==> config.mk <==
export PLATFORM = sky130hd
export DESIGN_NAME = mux_sel_arbiter
export DESIGN_NICKNAME = d
export VERILOG_FILES = /design/src/rtl/mux_sel_arbiter.sv
export SDC_FILE = /design/constraint.sdc
export NUM_CORES = 1
export LEC_CHECK = 0
export ABC_AREA = 1
export BUFFER_PORTS_ARGS = -buffer_cell sky130_fd_sc_hd__buf_2
export CELL_PAD_IN_SITES_DETAIL_PLACEMENT = 1
export CELL_PAD_IN_SITES_GLOBAL_PLACEMENT = 2
export CORE_MARGIN = 2
export CORE_UTILIZATION = 28
export CTS_BUF_LIST = sky130_fd_sc_hd__clkbuf_4 sky130_fd_sc_hd__clkbuf_8
export DETAILED_ROUTE_END_ITERATION = 8
export PLACE_DENSITY_LB_ADDON = 0.1
export SLEW_MARGIN = 20
export SYNTH_ARGS = -nofsm -noshare
export SYNTH_HDL_FRONTEND = slang
export SYNTH_SLANG_ARGS = --single-unit
==> constraint.sdc <==
create_clock -name clk -period 1.28 [get_ports clk]
set_input_delay 0.256 -clock clk [delete_from_list [all_inputs] [get_ports clk]]
set_output_delay 0.256 -clock clk [all_outputs]
set_load 0.01 [all_outputs]
==> src/rtl/mux_sel_arbiter.sv <==
// rtl/mux_sel_arbiter.sv - round-robin select generator for a 4-to-1 mux
// Grants one requester at a time, holds until req drop or HOLD_MAX acked beats.
module mux_sel_arbiter #(
  parameter int HOLD_MAX = 4,
  parameter int CNT_W    = 3
) (
  input  logic             clk,
  input  logic             rst,
  input  logic [3:0]       req,
  input  logic             ack,
  output logic [1:0]       sel,
  output logic [3:0]       grant,
  output logic             valid,
  output logic [CNT_W-1:0] beats
);

  typedef enum logic {
    IDLE  = 1'b0,
    GRANT = 1'b1
  } state_t;

  localparam logic [CNT_W-1:0] BEAT_LAST = CNT_W'(HOLD_MAX - 1);
  localparam logic [CNT_W-1:0] BEAT_SAT  = {CNT_W{1'b1}};

  state_t           state, state_nx;
  logic [1:0]       ptr, ptr_nx;
  logic [1:0]       sel_nx;
  logic [3:0]       grant_nx;
  logic             valid_nx;
  logic [CNT_W-1:0] beats_nx;

  logic             found;
  logic [1:0]       pick;
  logic [1:0]       cand;
  logic             hold_hit;
  logic             release_now;

  // Search ptr+1, ptr+2, ptr+3, ptr; the last candidate wraps back to ptr.
  always_comb begin
    found = 1'b0;
    pick  = ptr;
    cand  = ptr;
    for (int k = 1; k <= 4; k++) begin
      cand = ptr + 2'(k);
      if (!found && req[cand]) begin
        found = 1'b1;
        pick  = cand;
      end
    end
  end

  assign hold_hit    = (HOLD_MAX != 0) && ack && (beats == BEAT_LAST);
  assign release_now = !req[sel] || hold_hit;

  always_comb begin
    state_nx = state;
    ptr_nx   = ptr;
    sel_nx   = sel;
    grant_nx = grant;
    valid_nx = valid;
    beats_nx = beats;
    case (state)
      IDLE: begin
        if (found) begin
          state_nx = GRANT;
          sel_nx   = pick;
          grant_nx = 4'b0001 << pick;
          valid_nx = 1'b1;
          beats_nx = '0;
        end
      end
      GRANT: begin
        if (release_now) begin
          // sel is left alone so the mux input does not move during the gap.
          state_nx = IDLE;
          ptr_nx   = sel;
          grant_nx = 4'b0000;
          valid_nx = 1'b0;
          beats_nx = '0;
        end else if (ack && (beats != BEAT_SAT)) begin
          beats_nx = beats + 1'b1;
        end
      end
      default: begin
        state_nx = IDLE;
        grant_nx = 4'b0000;
        valid_nx = 1'b0;
        beats_nx = '0;
      end
    endcase
  end

  always_ff @(posedge clk) begin
    if (rst) begin
      state <= IDLE;
      ptr   <= 2'b11;
      sel   <= 2'b00;
      grant <= 4'b0000;
      valid <= 1'b0;
      beats <= '0;
    end else begin
      state <= state_nx;
      ptr   <= ptr_nx;
      sel   <= sel_nx;
      grant <= grant_nx;
      valid <= valid_nx;
      beats <= beats_nx;
    end
  end

endmodule

* Word-level counts from Yosys, hierarchy flattened
Cells that the tools add are included.
** Operators by class
- Reduce and logical (&&, ||, !) cells :: 14
- Bitwise logic cells :: 1
- Equality and inequality tests :: 5
- Magnitude comparators :: 5
- Shift operators :: 1
- Add/subtract/negate cells :: 4
- Mux-type cells :: 31
** Operators by type and width (number)
- less-than comparator 2 x 3 -> 1 bit (second input constant) :: 5
- 2-to-1 mux 1 bit :: 13
- binary-select mux 1 bit (select 2 bit) :: 5
- 2-to-1 mux 3 bit :: 3
- 2-to-1 mux 2 bit :: 4
- 2-to-1 mux 4 bit :: 2
- one-hot mux 4 bit (2 select lines) :: 1
- AND reduction 2 bit :: 4
- one-hot mux 3 bit (2 select lines) :: 1
- logical AND 1 bit :: 5
- adder 2 bit (second input constant) :: 2
- logical NOT 1 bit :: 4
- one-hot mux 1 bit (2 select lines) :: 2
- << shifter 1 x 2 -> 4 bit (first input constant) :: 1
- adder 3 x 1 -> 3 bit (second input constant) :: 1
- equality test 3 x 2 -> 1 bit (second input constant) :: 1
- != test 3 x 1 -> 1 bit (second input constant) :: 1
- != test 3 bit (second input constant) :: 1
- adder 2 x 1 -> 2 bit (second input constant) :: 1
- != test 2 x 1 -> 1 bit (second input constant) :: 1
- != test 2 bit (second input constant) :: 1
- logical OR 1 bit :: 1
- inverter 1 bit :: 1
** Word-level totals
- Bits of input ports :: 7
- Flip-flop bits (word level) :: 13

* Longest topological paths before layout
- Depth in word-level cells :: 16
- Mapped depth :: 12
- Depth with buffers taken out :: 12

* Worst setup path after synthesis
OpenSTA, ideal clock, no wires.
- Path kind :: flip-flop to flip-flop
- Start :: reg beats[0]
- End :: reg beats[1]
- Cell stages (with the launch flop) :: 9
- Required time :: 1.167 ns
- Library setup time :: 0.113 ns
- Path buffers :: 0
- Arrival :: 1.283 ns
- Slack :: -0.115 ns
- Cells stage by stage :: dfxtp_1 -> ha_1 -> ha_1 -> nand2_1 -> nand3_1 -> o21ai_2 -> nand2_1 -> nand2_1 -> nor2_1
** Between the ends
- Cells in the longest elaborated chain, start to end :: 5
- Elaborated cells between the ends (all ways) :: 11
- Those cells by class :: add/sub (1); eq/ne (3); mux (3); reduce/logical (4)
** Ends and longest elaborated chain
- start, declared :: RTL line 14 : output logic [CNT_W-1:0] beats
- start signal, assigned :: RTL line 107 : beats <= beats_nx;
- branches (longest 5 deep; another with adder 3 x 1 -> 3 bit)
Parallel ways; which one is timed is not known. The select of a mux whose other input is x is not followed.
A chain may end at the register's enable or synchronous reset.

* Worst setup path after layout
- Start :: reg ptr[0]
- End :: reg sel[0]
** Between the ends
- Cells in the longest elaborated chain, start to end :: 14
- Elaborated cells between the ends (all ways) :: 26
- Those cells by class :: add/sub (3); mux (16); reduce/logical (7)
** Ends and longest elaborated chain
- start, declared :: RTL line 26 : logic [1:0] ptr, ptr_nx;
- start signal, assigned :: RTL line 103 : ptr <= ptr_nx;
- adder 2 x 1 -> 2 bit :: RTL line 44 : cand = ptr + 2'(k);
- binary-select mux 1 bit (select 2 bit) :: RTL line 45 : if (!found && req[cand]) begin
- 2-to-1 mux 1 bit (implied by the code) :: RTL line 45
- 2-to-1 mux 1 bit :: RTL line 45
- logical NOT 1 bit :: RTL line 45
- logical AND 1 bit :: RTL line 45
- 2-to-1 mux 1 bit :: RTL line 45
- logical NOT 1 bit :: RTL line 45
- logical AND 1 bit :: RTL line 45
- 2-to-1 mux 1 bit :: RTL line 45
- logical NOT 1 bit :: RTL line 45
- logical AND 1 bit :: RTL line 45
- 2-to-1 mux 1 bit :: RTL line 45
- AND reduction 2 bit (no source line)
- end signal, assigned :: RTL line 104 : sel <= sel_nx;
- end, declared :: RTL line 11 : output logic [1:0] sel,
Parallel ways exist; a longest one is shown, timed or not. The select of a mux whose other input is x is not followed.

==> impl_metrics.env <==
export IMPL_antenna_found_initial=0
export IMPL_fmax_mhz=664.7
export IMPL_critPathMaxFanout=6
export IMPL_place_hpwl_um=2327
export IMPL_remaining_drc_errors=0
export IMPL_routed_wl_um=2994
export IMPL_detail_route_antenna_nets=0
export IMPL_drtIter0Drc=24
export IMPL_path_delay_family="simple AND/OR/NAND/NOR gates"
export IMPL_critPathLaunchType="flop"
export IMPL_grt_start_max_net_pins=11
export IMPL_htree_levels=1
export IMPL_io_pins=17
export IMPL_syn_area_um2=988.4
export IMPL_fin_util=0.4732
export IMPL_die_height_um=63.42
export IMPL_drive_gt1_frac=0.5670
export IMPL_cp_cell_sequence="buf_12 > nand2_2 > nand2_2 > nand2_2 > nand2_4 > nor2_8 > buf_6 > nand3_2 > nand2_2 > nor2_4 > buf_4 > nor2_1"
export IMPL_syn_inst=144
export IMPL_rsz0062_at_grt="true"
export IMPL_cts_made_buffers=3
export IMPL_num_vias=1132
export IMPL_maxCapViolCount=0
export IMPL_setup_viol=11
export IMPL_insertion_delay_ns=0.29
export IMPL_yosysWarningCount=0
export IMPL_vdd_drop_max_v=0.0008325
export IMPL_crit_type="flop to flop"
export IMPL_fin_crit_ns=1.504
export IMPL_root_buffer="clkbuf_4"
export IMPL_cp_required_ns=1.50
export IMPL_worst_slew_pin_transition_ns=0.2804
export IMPL_cts_tree="yes"
export IMPL_synth_distinct_cells=25
export IMPL_fin_nets=205
export IMPL_clkTransAtPathRegs_ns=0.09
export IMPL_slew_headroom=0.8128
export IMPL_final_setup_skew_ns=0.006269
export IMPL_status="finished, violations left"
export IMPL_n_antenna_cell=0
export IMPL_min_period_over_period=1.175
export IMPL_port_buffers=16
export IMPL_die_x_um=63.42
export IMPL_layout_commonest_cell="nand2_1"
export IMPL_crit_buf_inv=3
export IMPL_worst_slack_ns=-0.2245
export IMPL_syn_to_final_growth_pct=61.01
export IMPL_synth_seq_area_share=0.2633
export IMPL_clock_sinks=13
export IMPL_firstDrtPassIters=4
export IMPL_finalPower_uw=4025
export IMPL_power_leakage_uw=0.0007680
export IMPL_clock_path_buffers=2
export IMPL_grt_usage=0.1563
export IMPL_gp_congestion=0.8057
export IMPL_synth_fp_nets=154
export IMPL_routedWlPerCell_um=12.48
export IMPL_powerDensity_mw_per_mm2=2529
export IMPL_path_common_cell="nand2_2"
export IMPL_ff2ff_path_depth=12
export IMPL_max_stage_delay_ns=0.37
export IMPL_critPathCaptureType="flop"
export IMPL_routed_via_density=4.717
export IMPL_final_hold_viol_count=0
export IMPL_dieArea_mm2=0.004021
export IMPL_syn_mean_instance_area_um2=6.864
export IMPL_overflow=0
export IMPL_arrival_ns=1.73
export IMPL_yosys_register_bits=13
export IMPL_violations="negative setup slack"
export IMPL_core_area_mm2=0.003363
export IMPL_crit_slowest_cell="dfxtp_4"
export IMPL_initial_utilization=0.2939
export IMPL_drv_slew=0
export IMPL_rows=21
export IMPL_postCtsHoldBufs=0
export IMPL_grt_pass1_wl_um=4981
export IMPL_hold_class="primary input to flop"
export IMPL_grt_pass1_vias=1108
export IMPL_whs_path_depth=2
export IMPL_mostFrequentLayoutCells="nand2_1 (27), buf_4 (24), nand2_2 (16), buf_2 (16)"
export IMPL_crit_cells=12
export IMPL_fin_hold_ws_ns=0.2004
[final timing paths]
kind,slack [ns],end,start
hold / removal,0.20,grant[3]$_SDFFE_PP0P_,rst
setup / recovery,-0.22,sel[0]$_SDFFE_PP0P_,ptr[0]$_SDFFE_PP1P_
hold reg to reg,0.47,valid$_SDFFE_PP0P_,valid$_SDFFE_PP0P_
setup reg to reg,-0.22,sel[0]$_SDFFE_PP0P_,ptr[0]$_SDFFE_PP1P_
[worst reg2reg max path: stages, from the launching register on]
cell and delay [ns]:
dfxtp_4 0.37, buf_12 0.14, nand2_2 0.07, nand2_2 0.07, nand2_2 0.08, nand2_4 0.07, nor2_8 0.15, buf_6 0.12
nand3_2 0.05, nand2_2 0.08, nor2_4 0.04, buf_4 0.12, nor2_1 0.08
[what timing repair did]
item,in CTS,in global routing
cloned,1,1
buffers inserted,2,4
resized for setup,19,23
pin swaps,16,7
endpoints found under the setup margin,13,13
[area by class of cell]
type | count | area, µm²
Fill cell | 450 | 1772
Clock buffer | 4 | 30.03
Multi-Input combinational cell | 116 | 834.6
Inverter | 16 | 72.57
Sequential cell | 13 | 271.5
Timing Repair Buffer | 45 | 325.3
Tap cell | 46 | 57.56
[through the flow]
step | area (µm²) | TNS (ns) | instances | setup slack [ns]
2_1_floorplan | 1027 | -0.5040 | 144 | -0.07335
3_3_place_gp | 1339 | -1.729 | 228 | -0.2336
3_5_place_dp | 1339 | -2.047 | 228 | -0.2418
4_1_cts | 1465 | -2.251 | 235 | -0.2378
5_1_grt | 1592 | -2.947 | 240 | -0.3027
6_report | 1592 | -1.874 | 240 | -0.2245
[kinds of logic after synthesis]
kind of cell,count (synthesis),share of synthesized area
and+or+nand+nor,94,0.5304
adders and majority gates,3,0.03798
AOI/OAI and AO/OA,17,0.09873
DFF,13,0.2633
buffers and inverters,17,0.06961
[state kept, by name, summed over array words and instances, names as in the netlist]
name   count
grant      4
beats      3
valid      1
state      1
sel        2
ptr        2
[metal layers]
metal	GRT usage	vias to the layer above	part of all wire
met3	0.01071	4	0.018
met1	0.1926	555	0.41
met4	0.06522	0	0.018
met5	0	-	0
li1	-	563	-
met2	0.2789	10	0.56
[Yosys cell counts (all sizes together)]
master | count | area share
nand4 | 1 | 0.013
a21oi | 5 | 0.025
o211ai | 2 | 0.015
a21o | 1 | 0.0076
nor2 | 18 | 0.095
dfxtp | 13 | 0.26
nand2 | 58 | 0.32
clkinv | 1 | 0.0051
buf | 1 | 0.0076
o22ai | 1 | 0.0063
nand3 | 17 | 0.10
o21ai | 8 | 0.044
ha | 3 | 0.038
inv | 15 | 0.057
[where the power goes]
| part | total, µW | internal (µW) | switching [µW] |
|---|---|---|---|
| logic | 3020 | 1330 | 1690 |
| clock network | 291 | 142 | 149 |
| registers | 717 | 572 | 144 |
| total | 4030 | 2040 | 1980 |
Power figures use the tool's default switching activity.
